<file path="src/rtl/ps2_kbd_tx.sv">
// ps2_kbd_tx: device-side PS/2 keyboard transmitter.
// Queues scan-code bytes in a small FIFO and serialises each one as an
// 11-bit PS/2 frame (start, 8 data LSB first, odd parity, stop) with an
// idle gap after the stop bit. All outputs come straight from flops.
module ps2_kbd_tx #(
    parameter int CLK_DIV    = 2000,
    parameter int FIFO_AW    = 4,
    parameter int GAP_HALVES = 2
) (
    input  logic       clk,
    input  logic       n_reset,
    input  logic [7:0] din,
    input  logic       wr,
    input  logic       inhibit,
    output logic       full,
    output logic       empty,
    output logic       busy,
    output logic       overflow,
    output logic       ps2_clk,
    output logic       ps2_data
);

    localparam int DEPTH   = 1 << FIFO_AW;
    localparam int GAP_CYC = GAP_HALVES * CLK_DIV;
    localparam int TMAX    = (GAP_CYC > CLK_DIV) ? GAP_CYC : CLK_DIV;
    localparam int TW      = $clog2(TMAX + 1);
    localparam int CW      = FIFO_AW + 1;

    localparam logic [TW-1:0] HALF_LAST = TW'(CLK_DIV - 1);
    localparam logic [TW-1:0] GAP_LAST  = TW'(GAP_CYC - 1);

    typedef enum logic [2:0] {IDLE, LOAD, HIGH, LOW, GAP} state_t;

    state_t              state, state_d;
    logic [7:0]          mem [DEPTH];
    logic [FIFO_AW-1:0]  wr_ptr, rd_ptr;
    logic [CW-1:0]       count, count_d;
    logic                push, pop;
    logic [7:0]          head;
    logic [TW-1:0]       timer, timer_d;
    logic [3:0]          bit_cnt, bit_cnt_d;
    logic [10:0]         shreg, shreg_d;
    logic                inhibit_q;
    logic                busy_d, ps2_clk_d, ps2_data_d;

    // full is the registered flag, so a write while full is dropped even if
    // the FSM pops in the same cycle
    assign push = wr & ~full;
    assign pop  = (state == LOAD) & ~empty;
    assign head = mem[rd_ptr];

    // FIFO occupancy after this edge
    always_comb begin
        count_d = count;
        if (push && !pop)
            count_d = count + CW'(1);
        else if (!push && pop)
            count_d = count - CW'(1);
    end

    // FIFO storage; contents need no reset, pointers and count guard them
    always_ff @(posedge clk) begin
        if (push)
            mem[wr_ptr] <= din;
    end

    // FIFO pointers, count and registered status flags
    always_ff @(posedge clk or negedge n_reset) begin
        if (!n_reset) begin
            wr_ptr   <= '0;
            rd_ptr   <= '0;
            count    <= '0;
            full     <= 1'b0;
            empty    <= 1'b1;
            overflow <= 1'b0;
        end else begin
            if (push)
                wr_ptr <= wr_ptr + FIFO_AW'(1);
            if (pop)
                rd_ptr <= rd_ptr + FIFO_AW'(1);
            count    <= count_d;
            full     <= (count_d == CW'(DEPTH));
            empty    <= (count_d == '0);
            overflow <= wr & full;
        end
    end

    // Frame sequencer next state; outputs are derived from the next state so
    // they can be registered without adding a cycle of latency
    always_comb begin
        state_d   = state;
        timer_d   = timer;
        bit_cnt_d = bit_cnt;
        shreg_d   = shreg;
        unique case (state)
            IDLE: begin
                if (!empty && !inhibit_q)
                    state_d = LOAD;
            end
            LOAD: begin
                shreg_d   = {1'b1, ~^head, head, 1'b0};
                bit_cnt_d = '0;
                timer_d   = '0;
                state_d   = HIGH;
            end
            HIGH: begin
                if (timer == HALF_LAST) begin
                    timer_d = '0;
                    state_d = LOW;
                end else begin
                    timer_d = timer + TW'(1);
                end
            end
            LOW: begin
                if (timer == HALF_LAST) begin
                    timer_d = '0;
                    shreg_d = {1'b1, shreg[10:1]};
                    if (bit_cnt < 4'd10) begin
                        bit_cnt_d = bit_cnt + 4'd1;
                        state_d   = HIGH;
                    end else begin
                        state_d = (GAP_CYC == 0) ? IDLE : GAP;
                    end
                end else begin
                    timer_d = timer + TW'(1);
                end
            end
            GAP: begin
                if (timer == GAP_LAST) begin
                    timer_d = '0;
                    state_d = IDLE;
                end else begin
                    timer_d = timer + TW'(1);
                end
            end
            default: state_d = IDLE;
        endcase

        busy_d     = (state_d != IDLE);
        ps2_clk_d  = (state_d != LOW);
        ps2_data_d = (state_d == HIGH || state_d == LOW) ? shreg_d[0] : 1'b1;
    end

    // Sequencer state and registered PS/2 line drivers
    always_ff @(posedge clk or negedge n_reset) begin
        if (!n_reset) begin
            state     <= IDLE;
            timer     <= '0;
            bit_cnt   <= '0;
            shreg     <= '1;
            inhibit_q <= 1'b1;
            busy      <= 1'b0;
            ps2_clk   <= 1'b1;
            ps2_data  <= 1'b1;
        end else begin
            state     <= state_d;
            timer     <= timer_d;
            bit_cnt   <= bit_cnt_d;
            shreg     <= shreg_d;
            // inhibit is registered like empty, so releasing either one
            // starts the frame with the same two-cycle latency
            inhibit_q <= inhibit;
            busy      <= busy_d;
            ps2_clk   <= ps2_clk_d;
            ps2_data  <= ps2_data_d;
        end
    end

endmodule

</file>
<file path="config.mk">
export PLATFORM = sky130hd
export DESIGN_NAME = ps2_kbd_tx
export DESIGN_NICKNAME = d
export VERILOG_FILES = /design/src/rtl/ps2_kbd_tx.sv
export SDC_FILE = /design/constraint.sdc
export NUM_CORES = 1
export LEC_CHECK = 0
export CAP_MARGIN = 20
export CORE_MARGIN = 5
export CORE_UTILIZATION = 55
export DETAILED_ROUTE_END_ITERATION = 16
export HOLD_SLACK_MARGIN = 0.02
export PLACE_DENSITY = 0.86
export SLEW_MARGIN = 20
export SYNTH_ARGS = -nofsm -noshare
export SYNTH_HDL_FRONTEND = slang
export SYNTH_SLANG_ARGS = --single-unit
</file>
<file path="constraint.sdc">
create_clock -name clk -period 2 [get_ports clk]
set_input_delay 0.4 -clock clk [delete_from_list [all_inputs] [get_ports clk]]
set_output_delay 0.4 -clock clk [all_outputs]
set_load 0.1 [all_outputs]
</file>
# --- Word level (Yosys, flattened, before mapping) ---
# Memory sizes are Yosys's and may differ from the RTL's.
# Cells that the tools add are included.
op_classes:
  add_sub_neg: 6
  n_lt_le_gt_ge: 1
  eq_ne: 12
  mux: 19
  n_bitwise: 5
  n_reduce_logical: 17
ops:
  columns: ["cell", "n"]
  rows:
  - ["$pmux 12 s3", 1]
  - ["$mux 12", 2]
  - ["$pmux 11 s2", 1]
  - ["$mux 3", 5]
  - ["$pmux 3 s5", 1]
  - ["$add 12x1->12 const B", 1]
  - ["$add 4x1->4 const B", 3]
  - ["$eq 12x11->1 const B", 1]
  - ["$eq 12x12->1 const B", 1]
  - ["$eq 3x2->1 const B", 4]
  - ["$mux 11", 1]
  - ["$mux 5", 2]
  - ["$mux 4", 2]
  - ["$pmux 4 s2", 1]
  - ["$reduce_xnor 8->1", 1]
  - ["$reduce_bool 3->1", 2]
  - ["$add 5x1->5 const B", 1]
  - ["$eq 5x5->1 const B", 1]
  - ["$logic_not 5->1", 1]
  - ["$sub 5x1->5 const B", 1]
  - ["$logic_not 1->1", 4]
  - ["$lt 4x4->1 const B", 1]
  - ["$ne 2x2->1 const B", 2]
  - ["$and 1x1->1", 3]
  - ["12 further kinds", 17]
totals:
  register_bits: 50
  ramBits: 128
  output_inout_bits: 6
  word_cells: 76
  n_memories: 1
memory_table:
  columns: ["memory", "words", "word_bits", "rd", "rd_clocked_by_memory_dff", "write_ports", "line_no", "rtl"]
  rows:
  - ["mem", 16, 8, 1, 0, 1, "35", "logic [7:0] mem [DEPTH];"]

# --- Logic depth before layout (Yosys ltp) ---
depth:
  ltp_word: 7
  depth_mapped: 9
  depth_no_buf: 8

# --- Least setup slack after synthesis ---
# No wires, ideal clock.
synth_path:
  path_kind: "register to register"
  start: "reg full"
  end: "reg empty"
  setup_time_ns: 0.082
  arrival_ns: 2.103
  t_required_ns: 1.918
  path_slack_ns: -0.185
  stages_incl_launch_ff: 9
  synth_period_minus_slack_ns: 2.185
  path_cell_list: "dfrtp_1 > nor2b_1 > clkbuf_1 > nand2_1 > nor2_1 > a31oi_1 > xnor2_1 > or3_1 > nor3_1"
synth_via:
  elab_chain_cells: 7
synth_rtl:
  columns: ["item", "line_no", "rtl"]
  rows:
  - ["start, declared", "15", "output logic full,"]
  - ["start signal, assigned", "82", "full <= (count_d == CW'(DEPTH));"]
  - ["$not 1->1 *", "48", "assign push = wr & ~full;"]
  - ["$and 1x1->1 *", "48", null]
  - ["$logic_not 1->1", "57", "else if (!push && pop)"]
  - ["$logic_and 1x1->1", "57", null]
  - ["$mux 5", "57", null]
  - ["$mux 5 *", "55", "if (push && !pop)"]
  - ["net count_d[2]", "37", "logic [CW-1:0] count, count_d;"]
  - ["$logic_not 5->1 *", "83", "empty <= (count_d == '0);"]
  - ["end signal, assigned", "83", null]
  - ["end, declared", "16", "output logic empty,"]
# Mark *: on every way through the listed nets, which the timed path passes. The rest lies on a longest branch.
# A chain may end at the register's enable or synchronous reset.

# --- Worst setup path after layout ---
layout_path:
  start: "reg rd_ptr[0]"
  end: "reg shreg[9]"
layout_via:
  elab_chain_cells: 3
layout_rtl:
  columns: ["item", "line_no", "rtl"]
  rows:
  - ["start, declared", "36", "logic [FIFO_AW-1:0] wr_ptr, rd_ptr;"]
  - ["start signal, assigned", "80", "rd_ptr <= rd_ptr + FIFO_AW'(1);"]
  - ["$mem_v2 16x8", null, null]
  - ["$reduce_xnor 8->1", "101", "shreg_d = {1'b1, ~^head, head, 1'b0};"]
  - ["$pmux 11 s2", "95", "unique case (state)"]
  - ["end signal, assigned", "159", "shreg <= shreg_d;"]
  - ["end, declared", "42", "logic [10:0] shreg, shreg_d;"]
# No other way between the ends.

==> impl_metrics.sql <==
INSERT INTO impl_metrics (metric_group, metric, value, unit) VALUES
('clock_network', 'cts-buffers-inserted', '17', ''),
('synth', 'netlist_instances', '458', ''),
('power_and_ir_drop', 'ir_drop', '935', 'uV'),
('critical_path', 'worstSetupStartpointType', 'register', ''),
('synth', 'postSynth.topFlopCell', 'sky130_fd_sc_hd__edfxtp_1', ''),
('grt', 'global_route.usage.total', '21.7', '%'),
('sta', 'clock_skew', '0.0127', 'ns'),
('worst_hold_path', 'min_delay_path_depth', '1', ''),
('layout', 'layout.filler_cells', '747', ''),
('layout', 'drive_gt1_share', '37.9', '%'),
('route', 'post_drt_via_cell_ratio', '6.29', ''),
('critical_path', 'crit-reg2reg-capture', 'shreg[9]', ''),
('critical_path', 'regToRegSetupSlack', '-0.35', 'ns'),
('sta', 'finalHoldViolCount', '0', ''),
('placed_design', 'place_worst_setup_slack', '-0.260', 'ns'),
('grt', 'grt_antenna_before_repair', '0', ''),
('synth', 'synth.yosys.warnings', '0', ''),
('sta', 'tightest_slew', '0.881', 'ns'),
('run_status', 'violations_in_the_final_reports', 'negative setup slack', ''),
('clock_network', 'clk_pin_slew', '0.07', 'ns'),
('synth', 'syn-mean-instance-area', '16.2', 'sq um'),
('power_and_ir_drop', 'p_per_area', '1310', 'mW/mm^2'),
('layout', 'final-seq-area', '0.00512', 'sq mm'),
('route', 'drt_wl_total', '18.2', 'mm'),
('die', 'pin_count', '18', ''),
('layout', 'utilization', '70.9', '%'),
('route', 'wl_per_cell', '24.6', 'um'),
('power_and_ir_drop', 'power.static_leakage', '3.44', 'nW'),
('die', 'start_util', '55.9', '%'),
('sta', 'finalCriticalPeriod', '2.35', 'ns'),
('route', 'postRouteAntennaNets', '0', ''),
('sta', 'setup_tns', '-2.43', 'ns'),
('grt', 'grt_pass1_vias', '4740', ''),
('layout', 'multi_input_area', '0.00237', 'sq mm'),
('die', 'placement_rows', '42', ''),
('critical_path', 'crit_fanout', '7', ''),
('clock_network', 'h-tree-depth', '4', ''),
('sta', 'grt_setup_unrepaired', 'true', ''),
('synth', 'synth_nets', '479', ''),
('placed_design', 'placed_cells', '680', ''),
('run_status', 'status', 'finished with violations', ''),
('route', 'detail_route.first_pass.iterations', '6', ''),
('critical_path', 'endpoint_type_of_the_worst_setup_path', 'register', ''),
('sta', 'timing.final.setup_violations', '20', ''),
('route', 'drc_violations_left', '0', ''),
('sta', 'worst_slack', '-0.349', 'ns'),
('critical_path', 'critPathRequiredTime', '2.37', 'ns'),
('clock_network', 'tritoncts', 'done', ''),
('sta', 'final.period_utilization', '117', '%'),
('layout', 'final_common_cell', 'sky130_fd_sc_hd__edfxtp_1', ''),
('critical_path', 'timing.critical_path.arrival', '2.72', 'ns'),
('die', 'core_area', '0.0132', 'sq mm'),
('placed_design', 'final_wtd_congestion', '0.815', ''),
('worst_hold_path', 'hp-start', 'inhibit', ''),
('grt', 'grt_overflow', '0', ''),
('worst_hold_path', 'hold-path-endpoint', 'inhibit_q', ''),
('grt', 'grt_start_max_net_pins', '25', ''),
('synth', 'ys_types', '50', ''),
('layout', 'finalNetCount', '572', ''),
('layout', 'instances_no_fill', '740', ''),
('synth', 'number_of_flops_mapped_to_enable_cells_by_yosys', '128', ''),
('route', 'num_vias', '4651', ''),
('clock_network', 'clock-sinks', '178', ''),
('critical_path', 'setup.worst_path.class', 'register to register', ''),
('clock_network', 'cts.path.max_buffers', '2', ''),
('synth', 'async_flop_share', '28.1', '%'),
('clock_network', 'clock_latency', '0.44', 'ns'),
('job', 'max_cap_violations', '0', ''),
('placed_design', 'post-dp-hpwl', '10.3', 'mm'),
('synth', 'synth_sequential_area_ratio', '69.1', '%'),
('sta', 'max_freq', '426', 'MHz');
## metal layers
| layer | routed length [um] | vias to the layer above | track usage, % | share of wire (%) |
|---|---|---|---|---|
| met1 | 6480 | 2416 | 25.5 | 36 |
| met4 | 661 | 0 | 9.21 | 3.6 |
| met3 | 1000 | 65 | 5.33 | 5.5 |
| met5 | 0 | - | 0 | 0 |
| li1 | - | 1956 | - | - |
| met2 | 10100 | 214 | 38.2 | 55 |
## where the power goes
group / total, mW / leakage [nW] / internal (mW) / switching [mW]
combinational: 4.09 / 1.43 / 2.04 / 2.05
sequential: 5.14 / 1.75 / 4.65 / 0.492
clock: 3.09 / 0.260 / 1.62 / 1.47
## worst max-delay path, cell delays in order (launching register included)
cell,delay [ns]
sky130_fd_sc_hd__dfrtp_2,0.50
sky130_fd_sc_hd__buf_12,0.18
sky130_fd_sc_hd__mux4_2,0.53
sky130_fd_sc_hd__a22oi_2,0.25
sky130_fd_sc_hd__nand2_2,0.13
sky130_fd_sc_hd__xnor2_2,0.17
sky130_fd_sc_hd__xnor2_1,0.24
sky130_fd_sc_hd__xnor2_1,0.15
sky130_fd_sc_hd__a21o_1,0.13
## what timing repair did
action                                 CTS  global route
endpoints found under the hold margin   11             0
setup endpoints to repair               19            29
setup buffers                           10            16
gates resized for setup                 14            62
hold buffers                             1             0
cloned                                   1             1
pin swaps                                5            32
## cell families after synthesis
family / count (synthesis) / synth area share, %
xor gates and xnor gates: 22 / 2.60
muxes: 34 / 10.0
AOI/OAI and AO/OA: 66 / 6.34
adders and majority gates: 9 / 1.52
DFF: 178 / 69.1
buffers and inverters: 41 / 2.55
and+or+nand+nor: 108 / 7.86
## cell usage after synthesis (all sizes together), types with 2 or more instances
library cell  instances  area [sq um]
o21ai                19          95.1
nor2b                 4          25.0
nand2b                6          37.5
edfxtp              128          3840
mux4                 32           721
and2                 18           113
or3                   2          12.5
a222oi                8          80.1
xnor2                20           175
nor3                  5          25.0
buf                  11          76.3
o22ai                 2          12.5
nand2                30           113
a211oi                3          22.5
dfrtp                35           876
a41oi                 2          17.5
nand4                 3          18.8
and3                  8          50.1
o211ai                2          15.0
inv                  21          78.8
nor2                 14          52.6
dfstp                15           394
xor2                  2          17.5
nor4                  2          27.5
nand3                 8          40.0
clkbuf                9          33.8
a22oi                17           128
o31ai                 5          37.5
ha                    9           113
nor3b                 3          27.5
## registers in the layout, indices dropped and copies added (netlist names)
| name | count |
|---|---|
| mem | 128 |
| timer | 12 |
| shreg | 11 |
| count | 5 |
| bit_cnt | 4 |
| rd_ptr | 4 |
| wr_ptr | 4 |
| state | 3 |
| busy | 1 |
| empty | 1 |
| full | 1 |
| inhibit_q | 1 |
| overflow | 1 |
| ps2_clk | 1 |
| ps2_data | 1 |
## worst max path at each step
stage | from | end | slack [ns] | depth (start not counted)
2_1_floorplan | rd_ptr[0] | shreg[9] | -0.03 | 9
3_3_place_gp | rd_ptr[0] | shreg[9] | -0.17 | 8
3_5_place_dp | rd_ptr[0] | shreg[9] | -0.26 | 8
4_1_cts | rd_ptr[0] | shreg[9] | -0.24 | 8
5_1_grt | rd_ptr[0] | shreg[9] | -0.44 | 8
6_report | rd_ptr[0] | shreg[9] | -0.35 | 8
## area by class of cell
type,count,share of cell area (%)
multi-input cells,240,25.2
clock inverters,12,1.07
clock buffers,20,4.65
well taps,176,2.34
flip-flops and latches,178,54.5
inverters,21,0.839
repair buffers,93,11.4
## through the flow
| stage | total power, mW | area [sq um] | hold WS (ns) |
|---|---|---|---|
| 2_1_floorplan | 7.23 | 7440 | 0.104 |
| 3_3_place_gp | 8.18 | 8320 | 0.326 |
| 3_5_place_dp | 8.43 | 8320 | 0.328 |
| 4_1_cts | 11.7 | 9020 | 0.361 |
| 5_1_grt | 12.8 | 9390 | 0.369 |
| 6_report | 12.3 | 9390 | 0.374 |
Power figures use the tool's default switching activity.
